**config.mk**
```make
export PLATFORM = sky130hd
export DESIGN_NAME = run_monitor
export DESIGN_NICKNAME = d
export VERILOG_FILES = /design/src/rtl/run_monitor_pkg.sv /design/src/rtl/run_monitor_halt_detector.sv /design/src/rtl/run_monitor.sv
export SDC_FILE = /design/constraint.sdc
export NUM_CORES = 1
export LEC_CHECK = 0
export ABC_CLOCK_PERIOD_IN_PS = 3100
export CAP_MARGIN = 15
export CORE_MARGIN = 2
export CORE_UTILIZATION = 48
export CTS_BUF_LIST = sky130_fd_sc_hd__clkbuf_2
export DETAILED_ROUTE_END_ITERATION = 6
export PLACE_DENSITY = 0.84
export SYNTH_ARGS = -nofsm -noshare
export SYNTH_HDL_FRONTEND = slang
export SYNTH_HIERARCHICAL = 1
export SYNTH_SLANG_ARGS = --single-unit
```
**constraint.sdc**
```tcl
create_clock -name clock -period 3.1 [get_ports clock]
set_clock_uncertainty 0.1 [all_clocks]
set_input_delay 0.465 -clock clock [delete_from_list [all_inputs] [get_ports clock]]
set_output_delay 0.465 -clock clock [all_outputs]
set_load 0.1 [all_outputs]
```
**src/rtl/run_monitor_pkg.sv**
```systemverilog
// run_monitor_pkg
//   Shared definitions for the run monitor: the 3-bit state encoding of the
//   sequencing FSM and the default run-cycle limit.
package run_monitor_pkg;

  localparam logic [2:0] ENC_IDLE = 3'd0;
  localparam logic [2:0] ENC_HOLD = 3'd1;
  localparam logic [2:0] ENC_RUN  = 3'd2;
  localparam logic [2:0] ENC_DUMP = 3'd3;
  localparam logic [2:0] ENC_DONE = 3'd4;

  typedef enum logic [2:0] {
    ST_IDLE = ENC_IDLE,
    ST_HOLD = ENC_HOLD,
    ST_RUN  = ENC_RUN,
    ST_DUMP = ENC_DUMP,
    ST_DONE = ENC_DONE
  } state_t;

  localparam int DEFAULT_MAX_CYCLES = 1600;

endpackage

```
**src/rtl/run_monitor_halt_detector.sv**
```systemverilog
// halt_detector
//   Watches the core PC while enabled and flags a halt once HALT_STABLE
//   consecutive samples are identical (a PC self-loop).
// Ports:
//   clock  - rising-edge clock
//   reset  - asynchronous active-low reset
//   enable - sample pc this cycle (core is running)
//   clear  - forget history before a new run
//   pc     - current core PC
//   halt   - combinational: this cycle's sample completes the equal run
module halt_detector
  import run_monitor_pkg::*;
#(
  parameter int ADDR_W      = 32,
  parameter int HALT_STABLE = 4
) (
  input  logic              clock,
  input  logic              reset,
  input  logic              enable,
  input  logic              clear,
  input  logic [ADDR_W-1:0] pc,
  output logic              halt
);

  // stable counts equalities, so it never needs to exceed HALT_STABLE-1
  localparam int SW = (HALT_STABLE > 2) ? $clog2(HALT_STABLE) : 1;

  logic [ADDR_W-1:0] prev_pc;
  logic              prev_valid;
  logic [SW-1:0]     stable;
  logic              match;

  // The first sample of a run has nothing to compare against.
  assign match = enable && prev_valid && (pc == prev_pc);
  assign halt  = match && (stable == SW'(HALT_STABLE - 2));

  always_ff @(posedge clock or negedge reset) begin
    if (!reset) begin
      prev_pc    <= '0;
      prev_valid <= 1'b0;
      stable     <= '0;
    end else if (clear) begin
      prev_valid <= 1'b0;
      stable     <= '0;
    end else if (enable) begin
      prev_pc    <= pc;
      prev_valid <= 1'b1;
      if (!match) begin
        stable <= '0;
      end else if (stable != SW'(HALT_STABLE - 1)) begin
        stable <= stable + 1'b1;
      end
    end
  end

endmodule

```
**src/rtl/run_monitor.sv**
```systemverilog
// run_monitor
//   Run controller for the single-cycle RISC-V core: holds the core in reset
//   for RESET_CYCLES after start, runs it while counting cycles, stops on a
//   PC self-loop or after MAX_CYCLES, then freezes the core and streams the
//   register file out over a valid/ready port.
// Ports:
//   clock, reset (async active-low), start (pulse)
//   core_reset, core_en            - core control
//   pc                             - core PC
//   rf_rd_addr, rf_rd_data         - register-file debug read (async data)
//   dump_valid, dump_ready,
//   dump_index, dump_data          - register dump stream
//   done, timeout, cycle_count     - run status
// Optional (macro RUN_MONITOR_CHECK_EN):
//   check_reg, check_value, pass, fail - compare one dumped register
//
// state | meaning
// IDLE  | core held in reset, waiting for start
// HOLD  | core reset asserted with clock enabled for RESET_CYCLES
// RUN   | core running, cycle counter and halt detector active
// DUMP  | core frozen, register file streamed beat by beat
// DONE  | dump finished, waiting for start to re-run
module run_monitor
  import run_monitor_pkg::*;
#(
  parameter int DATA_W       = 32,
  parameter int ADDR_W       = 32,
  parameter int REG_AW       = 5,
  parameter int NUM_REGS     = 32,
  parameter int RESET_CYCLES = 2,
  parameter int HALT_STABLE  = 4,
  parameter int MAX_CYCLES   = DEFAULT_MAX_CYCLES,
  parameter int CNT_W        = 32
) (
  input  logic              clock,
  input  logic              reset,
  input  logic              start,
  output logic              core_reset,
  output logic              core_en,
  input  logic [ADDR_W-1:0] pc,
  output logic [REG_AW-1:0] rf_rd_addr,
  input  logic [DATA_W-1:0] rf_rd_data,
  output logic              dump_valid,
  input  logic              dump_ready,
  output logic [REG_AW-1:0] dump_index,
  output logic [DATA_W-1:0] dump_data,
  output logic              done,
  output logic              timeout,
`ifdef RUN_MONITOR_CHECK_EN
  input  logic [REG_AW-1:0] check_reg,
  input  logic [DATA_W-1:0] check_value,
  output logic              pass,
  output logic              fail,
`endif
  output logic [CNT_W-1:0]  cycle_count
);

  localparam int HOLD_W = (RESET_CYCLES > 1) ? $clog2(RESET_CYCLES) : 1;

  state_t            state, state_nxt;
  logic [HOLD_W-1:0] hold_cnt, hold_nxt;
  logic [CNT_W-1:0]  cnt_nxt;
  logic [REG_AW-1:0] idx_nxt;
  logic              timeout_nxt;
  logic              start_acc;
  logic              halt;

  assign rf_rd_addr = dump_index;
  assign dump_data  = rf_rd_data;

  halt_detector #(
    .ADDR_W      (ADDR_W),
    .HALT_STABLE (HALT_STABLE)
  ) u_halt (
    .clock  (clock),
    .reset  (reset),
    .enable (state == ST_RUN),
    .clear  (start_acc),
    .pc     (pc),
    .halt   (halt)
  );

  always_comb begin
    state_nxt   = state;
    hold_nxt    = hold_cnt;
    cnt_nxt     = cycle_count;
    idx_nxt     = dump_index;
    timeout_nxt = timeout;
    start_acc   = 1'b0;
    case (state)
      ST_IDLE, ST_DONE: begin
        if (start) begin
          state_nxt   = ST_HOLD;
          hold_nxt    = HOLD_W'(RESET_CYCLES - 1);
          cnt_nxt     = '0;
          timeout_nxt = 1'b0;
          start_acc   = 1'b1;
        end
      end
      ST_HOLD: begin
        if (hold_cnt == '0) begin
          state_nxt = ST_RUN;
        end else begin
          hold_nxt = hold_cnt - 1'b1;
        end
      end
      ST_RUN: begin
        if (cycle_count != '1) begin
          cnt_nxt = cycle_count + 1'b1;
        end
        // halt has priority when both land on the same cycle
        if (halt) begin
          state_nxt = ST_DUMP;
        end else if (cycle_count == CNT_W'(MAX_CYCLES - 1)) begin
          state_nxt   = ST_DUMP;
          timeout_nxt = 1'b1;
        end
      end
      ST_DUMP: begin
        if (dump_ready) begin
          if (dump_index == REG_AW'(NUM_REGS - 1)) begin
            state_nxt = ST_DONE;
            idx_nxt   = '0;
          end else begin
            idx_nxt = dump_index + 1'b1;
          end
        end
      end
      default: state_nxt = ST_IDLE;
    endcase
  end

  // Control outputs are registered from the next state so they change on
  // the same edge as the state itself.
  always_ff @(posedge clock or negedge reset) begin
    if (!reset) begin
      state       <= ST_IDLE;
      hold_cnt    <= '0;
      cycle_count <= '0;
      dump_index  <= '0;
      timeout     <= 1'b0;
      core_reset  <= 1'b1;
      core_en     <= 1'b0;
      dump_valid  <= 1'b0;
      done        <= 1'b0;
    end else begin
      state       <= state_nxt;
      hold_cnt    <= hold_nxt;
      cycle_count <= cnt_nxt;
      dump_index  <= idx_nxt;
      timeout     <= timeout_nxt;
      core_reset  <= (state_nxt == ST_IDLE) || (state_nxt == ST_HOLD);
      core_en     <= (state_nxt == ST_HOLD) || (state_nxt == ST_RUN);
      dump_valid  <= (state_nxt == ST_DUMP);
      done        <= (state_nxt == ST_DONE);
    end
  end

`ifdef RUN_MONITOR_CHECK_EN
  logic cmp_ok;
  logic beat_hit;
  logic beat_ok;

  assign beat_hit = (state == ST_DUMP) && dump_ready && (dump_index == check_reg);
  // The checked register may be the final beat, so fold in the live compare.
  assign beat_ok  = beat_hit ? (rf_rd_data == check_value) : cmp_ok;

  always_ff @(posedge clock or negedge reset) begin
    if (!reset) begin
      cmp_ok <= 1'b0;
      pass   <= 1'b0;
      fail   <= 1'b0;
    end else if (start_acc) begin
      cmp_ok <= 1'b0;
      pass   <= 1'b0;
      fail   <= 1'b0;
    end else begin
      if (beat_hit) begin
        cmp_ok <= (rf_rd_data == check_value);
      end
      if ((state == ST_DUMP) && (state_nxt == ST_DONE)) begin
        pass <= beat_ok && !timeout;
        fail <= !(beat_ok && !timeout);
      end
    end
  end
`endif

endmodule

```
# ---- Word level (Yosys, flattened, before mapping)
# Cells that the tools add are included.
# W data, S select, Z words.
dict set report totals {
  register_bits 81
  latchBits 0
  mem_bits_rw 0
  mem_bits_ro 0
  output_inout_bits 79
  mem_count 0
}
dict set report classes {
  add_sub_neg 4
  mul 0
  div 0
  n_lt_le_gt_ge 0
  n_eq_ne 19
  n_shift 0
  muxes 26
  bitwise_logic 1
  reduce_logical 17
}
# cell count
set ops {}
lappend ops {{$mux W32} 2}
lappend ops {{$pmux W32 S2} 1}
lappend ops {{$add A32 B1 Y32 const B} 1}
lappend ops {{$eq A32 B11 Y1 const B} 1}
lappend ops {{$eq A32 B32 Y1} 1}
lappend ops {{$ne A32 B32 Y1 const B} 1}
lappend ops {{$mux W3} 6}
lappend ops {{$eq A3 B2 Y1 const B} 4}
lappend ops {{$pmux W3 S4} 1}
lappend ops {{$ne A2 B2 Y1 const B} 5}
lappend ops {{$mux W1} 9}
lappend ops {{$mux W2} 4}
lappend ops {{$reduce_and A2 Y1} 4}
lappend ops {{$eq A3 B1 Y1 const B} 2}
lappend ops {{$eq A3 B3 Y1 const B} 2}
lappend ops {{$logic_not A3 Y1} 2}
lappend ops {{$reduce_bool A2 Y1} 3}
lappend ops {{$add A5 B1 Y5 const B} 1}
lappend ops {{$eq A5 B5 Y1 const B} 1}
lappend ops {{$mux W5} 1}
lappend ops {{$pmux W1 S2} 2}
lappend ops {{$reduce_and A4 Y1} 1}
lappend ops {{$logic_and A1 B1 Y1} 3}
lappend ops {{$ne A3 B3 Y1 const B} 1}
lappend ops {{7 further kinds} 8}

# ---- Logic depth before layout (Yosys ltp)
# Gate-level depths: netlist (run 1).
dict set report logic_depth {
  word_depth 8
  depth_mapped 11
  depth_no_buf 9
}

# ---- By module
# Netlist (run 1), hierarchy kept.
# mod instances cells_each area_per_inst_um2 seq_area_each_um2
set by_module_without_submodules {}
lappend by_module_without_submodules {run_monitor 1 307 2802.7 1152.4}
lappend by_module_without_submodules {halt_detector 1 133 1745.4 875.8}

# ---- Worst setup path before layout (run 1)
# OpenSTA, ideal clock, no wires.
dict set report synth_path {
  kind {flip-flop to flip-flop}
  startpoint {register cycle_count[25]}
  endpoint {register cycle_count[3]}
  setup_time_ns 0.101
  arrival_time_ns 2.651
  t_required_ns 2.899
  path_slack_ns 0.248
  path_stages_with_launch 9
  period_less_slack_ns 2.852
  cell_sequence {dfrtp_1 nand4_1 or3_1 buf_2 nor4_2 buf_4 buf_6 o211ai_1 o31ai_1}
}
dict set report synth_between {
  elab_chain_cells 3
}
# element line_no
set synth_lines {}
lappend synth_lines {{start: declaration} run_monitor.sv:55} ;# output logic [CNT_W-1:0] cycle_count
lappend synth_lines {{start signal: assignment} run_monitor.sv:149} ;# cycle_count <= cnt_nxt;
lappend synth_lines {{$ne A32 B32 Y1} run_monitor.sv:108} ;# if (cycle_count != '1) begin
lappend synth_lines {{$ne A2 B2 Y1 (no source line)} --}
lappend synth_lines {{$reduce_and A3 Y1 (no source line)} --}
# Every way passes these cells.
# A chain may end at the register's enable or synchronous reset.

# ---- Final worst setup path (run 1)
dict set report layout_path {
  startpoint {register state[2]}
  endpoint {register state[0]}
}
dict set report layout_between {
  elab_chain_cells 6
  word_cells_on_any_way 11
  cone_classes {4 x eq/ne; 2 x mux; 5 x reduce/logical}
}
# element line_no
set layout_lines {}
lappend layout_lines {{start: declaration} run_monitor.sv:60} ;# state_t state, state_nxt;
lappend layout_lines {{start signal: assignment} run_monitor.sv:147} ;# state <= state_nxt;
lappend layout_lines {{$eq A3 B2 Y1} run_monitor.sv:77} ;# .enable (state == ST_RUN),
lappend layout_lines {{$logic_and A1 B1 Y1 (2 in a row)} run_monitor_halt_detector.sv:34} ;# assign match = enable && prev_valid && (pc == prev_pc);
lappend layout_lines {{$logic_and A1 B1 Y1} run_monitor_halt_detector.sv:35} ;# assign halt = match && (stable == SW'(HALT_STABLE - 2));
lappend layout_lines {{via halt} run_monitor.sv:66} ;# logic halt;
lappend layout_lines {{$mux W3} run_monitor.sv:112} ;# if (halt) begin
lappend layout_lines {{$pmux W3 S4} run_monitor.sv:90} ;# case (state)
lappend layout_lines {{via state_nxt[0]} run_monitor.sv:60}
# The timed path passes the listed nets, and every way through them passes these cells.

==> summary.md, run 1 <==
| Metric | Value |
|---|---|
| Slew @ Worst Pin | 1040 ps |
| Drt first pass iters | 5 |
| Post-Route WL | 9740 um |
| DR vias/cell | 5.80 |
| Crit. End Element | flop |
| DP Worst Slack | 216 ps |
| Max cap viols | 0 |
| Total vias in the final route | 3,504 |
| Clock Tree Root | clkbuf_2 |
| CTS sink count | 81 |
| CP max stage delay | 540 ps |
| TritonCTS Buffers | 9 |
| First-pass GRT wire length | 15,800 um |
| Final Hold Fails | 0 |
| Remaining global-route overflow | 0 |
| Crit path launch type | flop |
| Mapped Cells | 440 |
| Die height | 101 um |
| Peak VDD IR | 669 uV |
| H-tree depth | 3 |
| Final ANT Viol Nets | 0 |
| Crit-path slowest cell | or3b_1 |
| CTS tree | yes |
| Worst path required time | 3470 ps |
| Die area | 0.0103 mm^2 |
| Async set-reset flop share out of synthesis | 100% |
| FF+latch count, synth | 81 |
| DRC Markers | 0 |
| Worst Path Class, Setup | reg2reg |
| Final layout net count | 561 |
| Max Fclk | 348 MHz |
| Max-slew violations | 0 |
| Leak Pwr | 2.16 nW |
| Final worst path period need | 2870 ps |
| Largest net degree at the start of global routing | 82 |
| Setup bufs post-CTS | 0 |
| R2r startpoint | state[2] |
| CP Cell Sequence | or3b_1, inv_2, nand3_1, nor4_4, and4_1, o21ai_0, mux2_2, o21ai_0, or2_2 |
| DR iter-0 viols | 174 |
| Wire length per cell | 16.1 um |
| Number of global-route vias before repair | 3,369 |
| Maximum fanout along the worst path | 9 |
| Most used cell, CP | o21ai_0 |
| WP data arrival | 3250 ps |
| Area growth syn-to-layout | 14.5% |
| Pwr per Cell Area | 957 mW/mm^2 |
| Fin crit share | 92.7% |
| Most frequent cells in the layout | 80 x dfrtp_1, 54 x buf_4, 34 x clkdlybuf4s50_1 |
| Status | complete, no violations |
| Hold Crit Depth | 2 |
| Sequential share of the synthesized area | 44.6% |
| Final setup fails | 0 |
| Tot Pwr | 4.98 mW |
| Antenna cells | 0 |
| Mapped Area | 0.00455 mm^2 |
| Hold endpoint | u_halt/prev_pc[31] |
| Min-delay src | pc[31] |
| Rows | 35 |
| Reg2Reg Setup Slack | 230 ps |
| Post-Syn Nets | 513 |
| IO Pins | 147 |
| Worst-path clk slew | 260 ps |
| Dpl hpwl | 6840 um |
| Gr usage total | 19.0% |
| Die width | 101 um |
| Synth Flop Type | dfrtp_1 |
| Share of layout cells above drive strength 1 | 21.1% |
| Placer Congestion | 0.837 |
| Clock buffer depth | 2 |
| Number of synthesized flops with an enable pin | 0 |
| Clock latency at the later pin of the worst-skew pair | 550 ps |
| Initial antenna violation count | 0 |
| Yosys cell types | 51 |
| Warnings, synthesis | 6 |
| Total negative slack | 0 ps |
| RSZ-0062 raised after global routing | no |
| Commonest non-fill, non-tap cell in the layout | dfrtp_1 |
| Final worst slack | 226 ps |
| Core area | 0.00920 mm^2 |
| I/O Buffers | 82 |
| Synth Area per Inst | 10.3 um^2 |
| Reg2reg end | state[0] |
| Max-slew headroom | 30.4% |
| Initial Utilization | 49.5% |
| Cell count of the worst reg-to-reg path | 9 |
| Hold Crit Class | in2reg |
[registers in the layout, summed over array words and instances (netlist names)]
register	cells
core_en	1
core_reset	1
cycle_count	32
done	1
dump_index	5
dump_valid	1
hold_cnt	1
state	3
timeout	1
u_halt/prev_pc	32
u_halt/prev_valid	1
u_halt/stable	2
[repair_timing]
| action | in CTS | in global routing |
|---|---|---|
| hold buffers | 1 | 0 |
| resized for setup | 0 | 1 |
| setup endpoints to repair | 0 | 2 |
| endpoints found under the hold margin | 27 | 0 |
[cell usage after synthesis, types with 2 or more instances]
cell / instances / share of area [%]
buf_6: 2 / 0.50
o21ai_1: 3 / 0.33
o21ai_0: 13 / 1.4
inv_1: 7 / 0.58
a31oi_1: 2 / 0.28
nand2_1: 25 / 2.1
xor2_1: 4 / 0.77
and3_1: 5 / 0.69
clkbuf_1: 5 / 0.41
buf_4: 41 / 6.8
buf_2: 4 / 0.44
o211ai_1: 5 / 0.83
dfrtp_1: 80 / 44
nand2b_1: 4 / 0.55
a21oi_1: 25 / 2.8
nand4_1: 20 / 2.8
mux2i_1: 4 / 0.88
nor4_2: 4 / 1.1
mux2_1: 17 / 4.2
and4_1: 3 / 0.58
o21a_1: 3 / 0.50
nand3_1: 18 / 2.0
or3_1: 10 / 1.4
inv_2: 2 / 0.17
mux2_2: 18 / 4.5
or4_1: 11 / 1.8
ha_1: 5 / 1.4
xnor2_1: 30 / 5.8
and2_1: 2 / 0.28
nor2_1: 16 / 1.3
nor4_1: 8 / 1.1
nor3_1: 10 / 1.1
o31ai_1: 15 / 2.5
or2_2: 2 / 0.28
[cell families after synthesis]
kind of cell | after synthesis | synth area share [%]
and+or+nand+nor | 149 | 19.4
DFF | 81 | 44.6
AOI/OAI and AO/OA | 71 | 9.71
buffers and inverters | 61 | 8.86
muxes | 39 | 9.55
xor gates and xnor gates | 34 | 6.55
adders and majority gates | 5 | 1.38
[how the worst max path moves through the flow]
stage	from	cells past startpoint	slack, ps	endpoint
after floorplan	cycle_count[25]	8	250	cycle_count[3]
after global placement	pc[4]	9	360	core_en
after detailed placement	pc[1]	9	220	core_en
after CTS	state[2]	9	210	state[0]
after global routing	state[2]	9	40	state[0]
final	state[2]	9	230	state[0]
[final cells by class]
type	count	area (um^2)
fill	828	3990
inverter	9	33.8
clock inverter	7	76.3
clock buffer	9	45.0
timing repair buffer	89	756
multi-input combinational	298	2130
sequential	81	2030
tap	111	139
[through the flow]
stage	instance area, um^2	std cells	hold slack, ps	utilization, %
CTS	5200	604	404	56.5
finish	5210	604	441	56.6
detailed placement	5070	587	398	55.1
floorplan	4550	440	69.4	-
global placement	5070	587	377	55.1
global route	5210	604	403	56.6
[worst max-delay path: cells and delay by family (launching register included)]
family	cells	cell delay, ps
muxes	1	270
DFF	1	530
buffers and inverters	1	100
and+or+nand+nor	5	1480
AOI/OAI and AO/OA	2	320
[layer usage]
layer  part of all wire (%)  global-route usage (%)  wire [um]
met5                      0                       0          0
met4                    1.7                    6.96        167
met3                    6.0                    4.83        584
met2                     50                    32.7       4860
met1                     42                    23.2       4130
[power by group]
group / internal, mW / switching [mW]
Clock: 0.193 / 0.403
Sequential: 1.43 / 0.353
Combinational: 0.856 / 1.75
Note: power is estimated with default switching activity, not from simulation.
==> run 2: changes to the inputs <==
--- a/config.mk
+++ b/config.mk
@@ -12,6 +12,7 @@
 export CTS_BUF_LIST = sky130_fd_sc_hd__clkbuf_2
 export DETAILED_ROUTE_END_ITERATION = 6
 export PLACE_DENSITY = 0.84
+export SKIP_LAST_GASP = 1
 export SYNTH_ARGS = -nofsm -noshare
 export SYNTH_HDL_FRONTEND = slang
 export SYNTH_HIERARCHICAL = 1
==> results of run 2 <==
No change in the layout: final DEF, timing and power equal those of run 1.
==> run 3: changes to the inputs <==
==> constraint.sdc (replaced) <==
create_clock -name clock -period 3.1 [get_ports clock]
set_clock_uncertainty 0.1 [all_clocks]
set_input_delay 0.465 -clock clock [delete_from_list [all_inputs] [get_ports clock]]
set_output_delay 0.465 -clock clock [all_outputs]
set_load 0.02 [all_outputs]
==> run 3 against run 2 <==
Compared with the run above:
- fmax rose by 1.0%
- power fell by 16%
- non-clock buffer count rose by 1
- critical path depth did not move
- sequential power barely moved
- clock-buffer cell count did not move
- first-iteration DRC count fell by 30%
- register-to-register slack improved by 30 ps
- flip-flop and latch count did not move
- critical endpoint unchanged
==> summary.md, run 3 (synthesis results as in run 1) <==
| Metric | Value |
|---|---|
| Status | complete, no violations |
| CTS sink count | 81 |
| I/O Buffers | 82 |
| Top flop regs | cycle_count: 32 flops, u_halt/prev_pc: 32 flops, dump_index: 5 flops |
| Wire length per cell | 15.7 um |
| Maximum fanout along the worst path | 9 |
| Max cap viols | 0 |
| Worst-path clk slew | 240 ps |
| Rows | 35 |
| Peak VDD IR | 512 uV |
| DRT met1 WL | 4140 um |
| Slew @ Worst Pin | 1010 ps |
| Largest net degree at the start of global routing | 82 |
| Final worst path period need | 2840 ps |
| DR vias/cell | 5.69 |
| TritonCTS Buffers | 9 |
| Hold Crit Class | reg2reg |
| IO Pins | 147 |
| Drt first pass iters | 4 |
| Max-slew violations | 0 |
| CTS tree | yes |
| Clock buffer depth | 2 |
| Area growth syn-to-layout | 17.9% |
| Commonest non-fill, non-tap cell in the layout | clkdlybuf4s50_1 |
| Routed wl met3 | 544 um |
| Leak Pwr | 2.11 nW |
| Most frequent cells in the layout | 81 x clkdlybuf4s50_1, 80 x dfrtp_1, 30 x xnor2_1 |
| Number of global-route vias before repair | 3,424 |
| Final hold slack | 435 ps |
| Max Fclk | 352 MHz |
| Clock Tree Root | clkbuf_2 |
| Max-slew headroom | 32.7% |
| Top Layer Used | met4 |
| Die width | 101 um |
| Clock latency at the later pin of the worst-skew pair | 530 ps |
| Dpl hpwl | 6840 um |
| Worst Path Class, Setup | reg2reg |
| Final Non-Filler Cells | 605 |
| Gr usage total | 19.4% |
| Final setup fails | 0 |
| Worst path required time | 3460 ps |
| Total vias in the final route | 3,445 |
| Core area | 0.00920 mm^2 |
| Crit path launch type | flop |
| Post-Route WL | 9520 um |
| Share of layout cells above drive strength 1 | 11.7% |
| Final Hold Fails | 0 |
| RSZ-0062 raised after global routing | no |
| H-tree depth | 3 |
| DRC Markers | 0 |
| Final ANT Viol Nets | 0 |
| Initial Utilization | 49.5% |
| First-pass GRT wire length | 15,900 um |
| Final layout net count | 562 |
| WP data arrival | 3210 ps |
| Die height | 101 um |
| DR iter-0 viols | 121 |
| Antenna cells | 0 |
| Initial antenna violation count | 0 |
| Placer Congestion | 0.884 |
| Pwr per Cell Area | 784 mW/mm^2 |
| Crit. End Element | flop |
| DR WL met2 | 4630 um |
| Remaining global-route overflow | 0 |
| Total negative slack | 0 ps |
| Fin crit share | 91.7% |
| Placed Instances | 588 |
| Die area | 0.0103 mm^2 |
==> run 3: changes by cell type in the layout (fill, tap and decap cells not counted) <==
cell,before,now
clkinv_2,1,0
clkinvlp_4,2,1
buf_4,54,8
bufinv_16,1,2
clkdlybuf4s50_1,34,81
inv_8,0,1
==> run 3: power breakdown <==
group	total [mW]	switching (mW)	internal, mW
clock	0.688	0.407	0.281
sequential	1.78	0.352	1.43
combinational	1.74	0.822	0.916
total	4.20	1.58	2.62
==> run 3: final timing paths <==
path                                from                  to  slack, ps  cells after the start
worst min-delay path             timeout             timeout        430                      2
min in group asynchronous          reset  u_halt/prev_pc[31]        510                      2
worst min register to register   timeout             timeout        430                      2
max in group asynchronous          reset     cycle_count[24]       1730                      2
worst max-delay path            state[2]            state[0]        260                      9
worst max register to register  state[2]            state[0]        260                      9
==> run 3: worst max-delay path, cell delays in order, from the launching register on <==
cell and delay, ps:
dfrtp_1 520, or3b_1 540, inv_2 100, nand3_1 130, nor4_4 370, and4_1 260, o21ai_0 100, mux2_2 270
o21ai_0 220, or2_2 150
==> run 3: stage by stage <==
stage / area, um^2 / setup slack, ps / utilization (%) / power [mW]
detailed placement: 5190 / 185 / 56.4 / 3.54
CTS: 5350 / 181 / 58.2 / 4.24
finish: 5360 / 256 / 58.3 / 4.20
floorplan: 4550 / 504 / - / 3.03
global placement: 5190 / 368 / 56.4 / 3.45
global route: 5360 / 58.5 / 58.3 / 4.49
==> run 3: what timing repair did <==
action / 4_1_cts / 5_1_grt
endpoints found under the hold margin: 58 / 0
hold buffers: 1 / 0
setup buffers: 0 / 0
endpoints found under the setup margin: 0 / 1
resized for setup: 0 / 1
==> run 3: area by class of cell <==
type,count,area (um^2)
Clock buffer,9,45.0
Fill cell,789,3840
Timing Repair Buffer,90,881
Inverter,9,33.8
Multi-Input combinational cell,298,2130
Clock inverter,7,105
Tap cell,111,139
Sequential cell,81,2030
==> run 3: routing by layer <==
metal / track usage [%] / vias up
li1: - / 1673
met1: 24.3 / 1664
met2: 32.1 / 84
met3: 4.35 / 24
met4: 8.52 / 0
met5: 0 / -
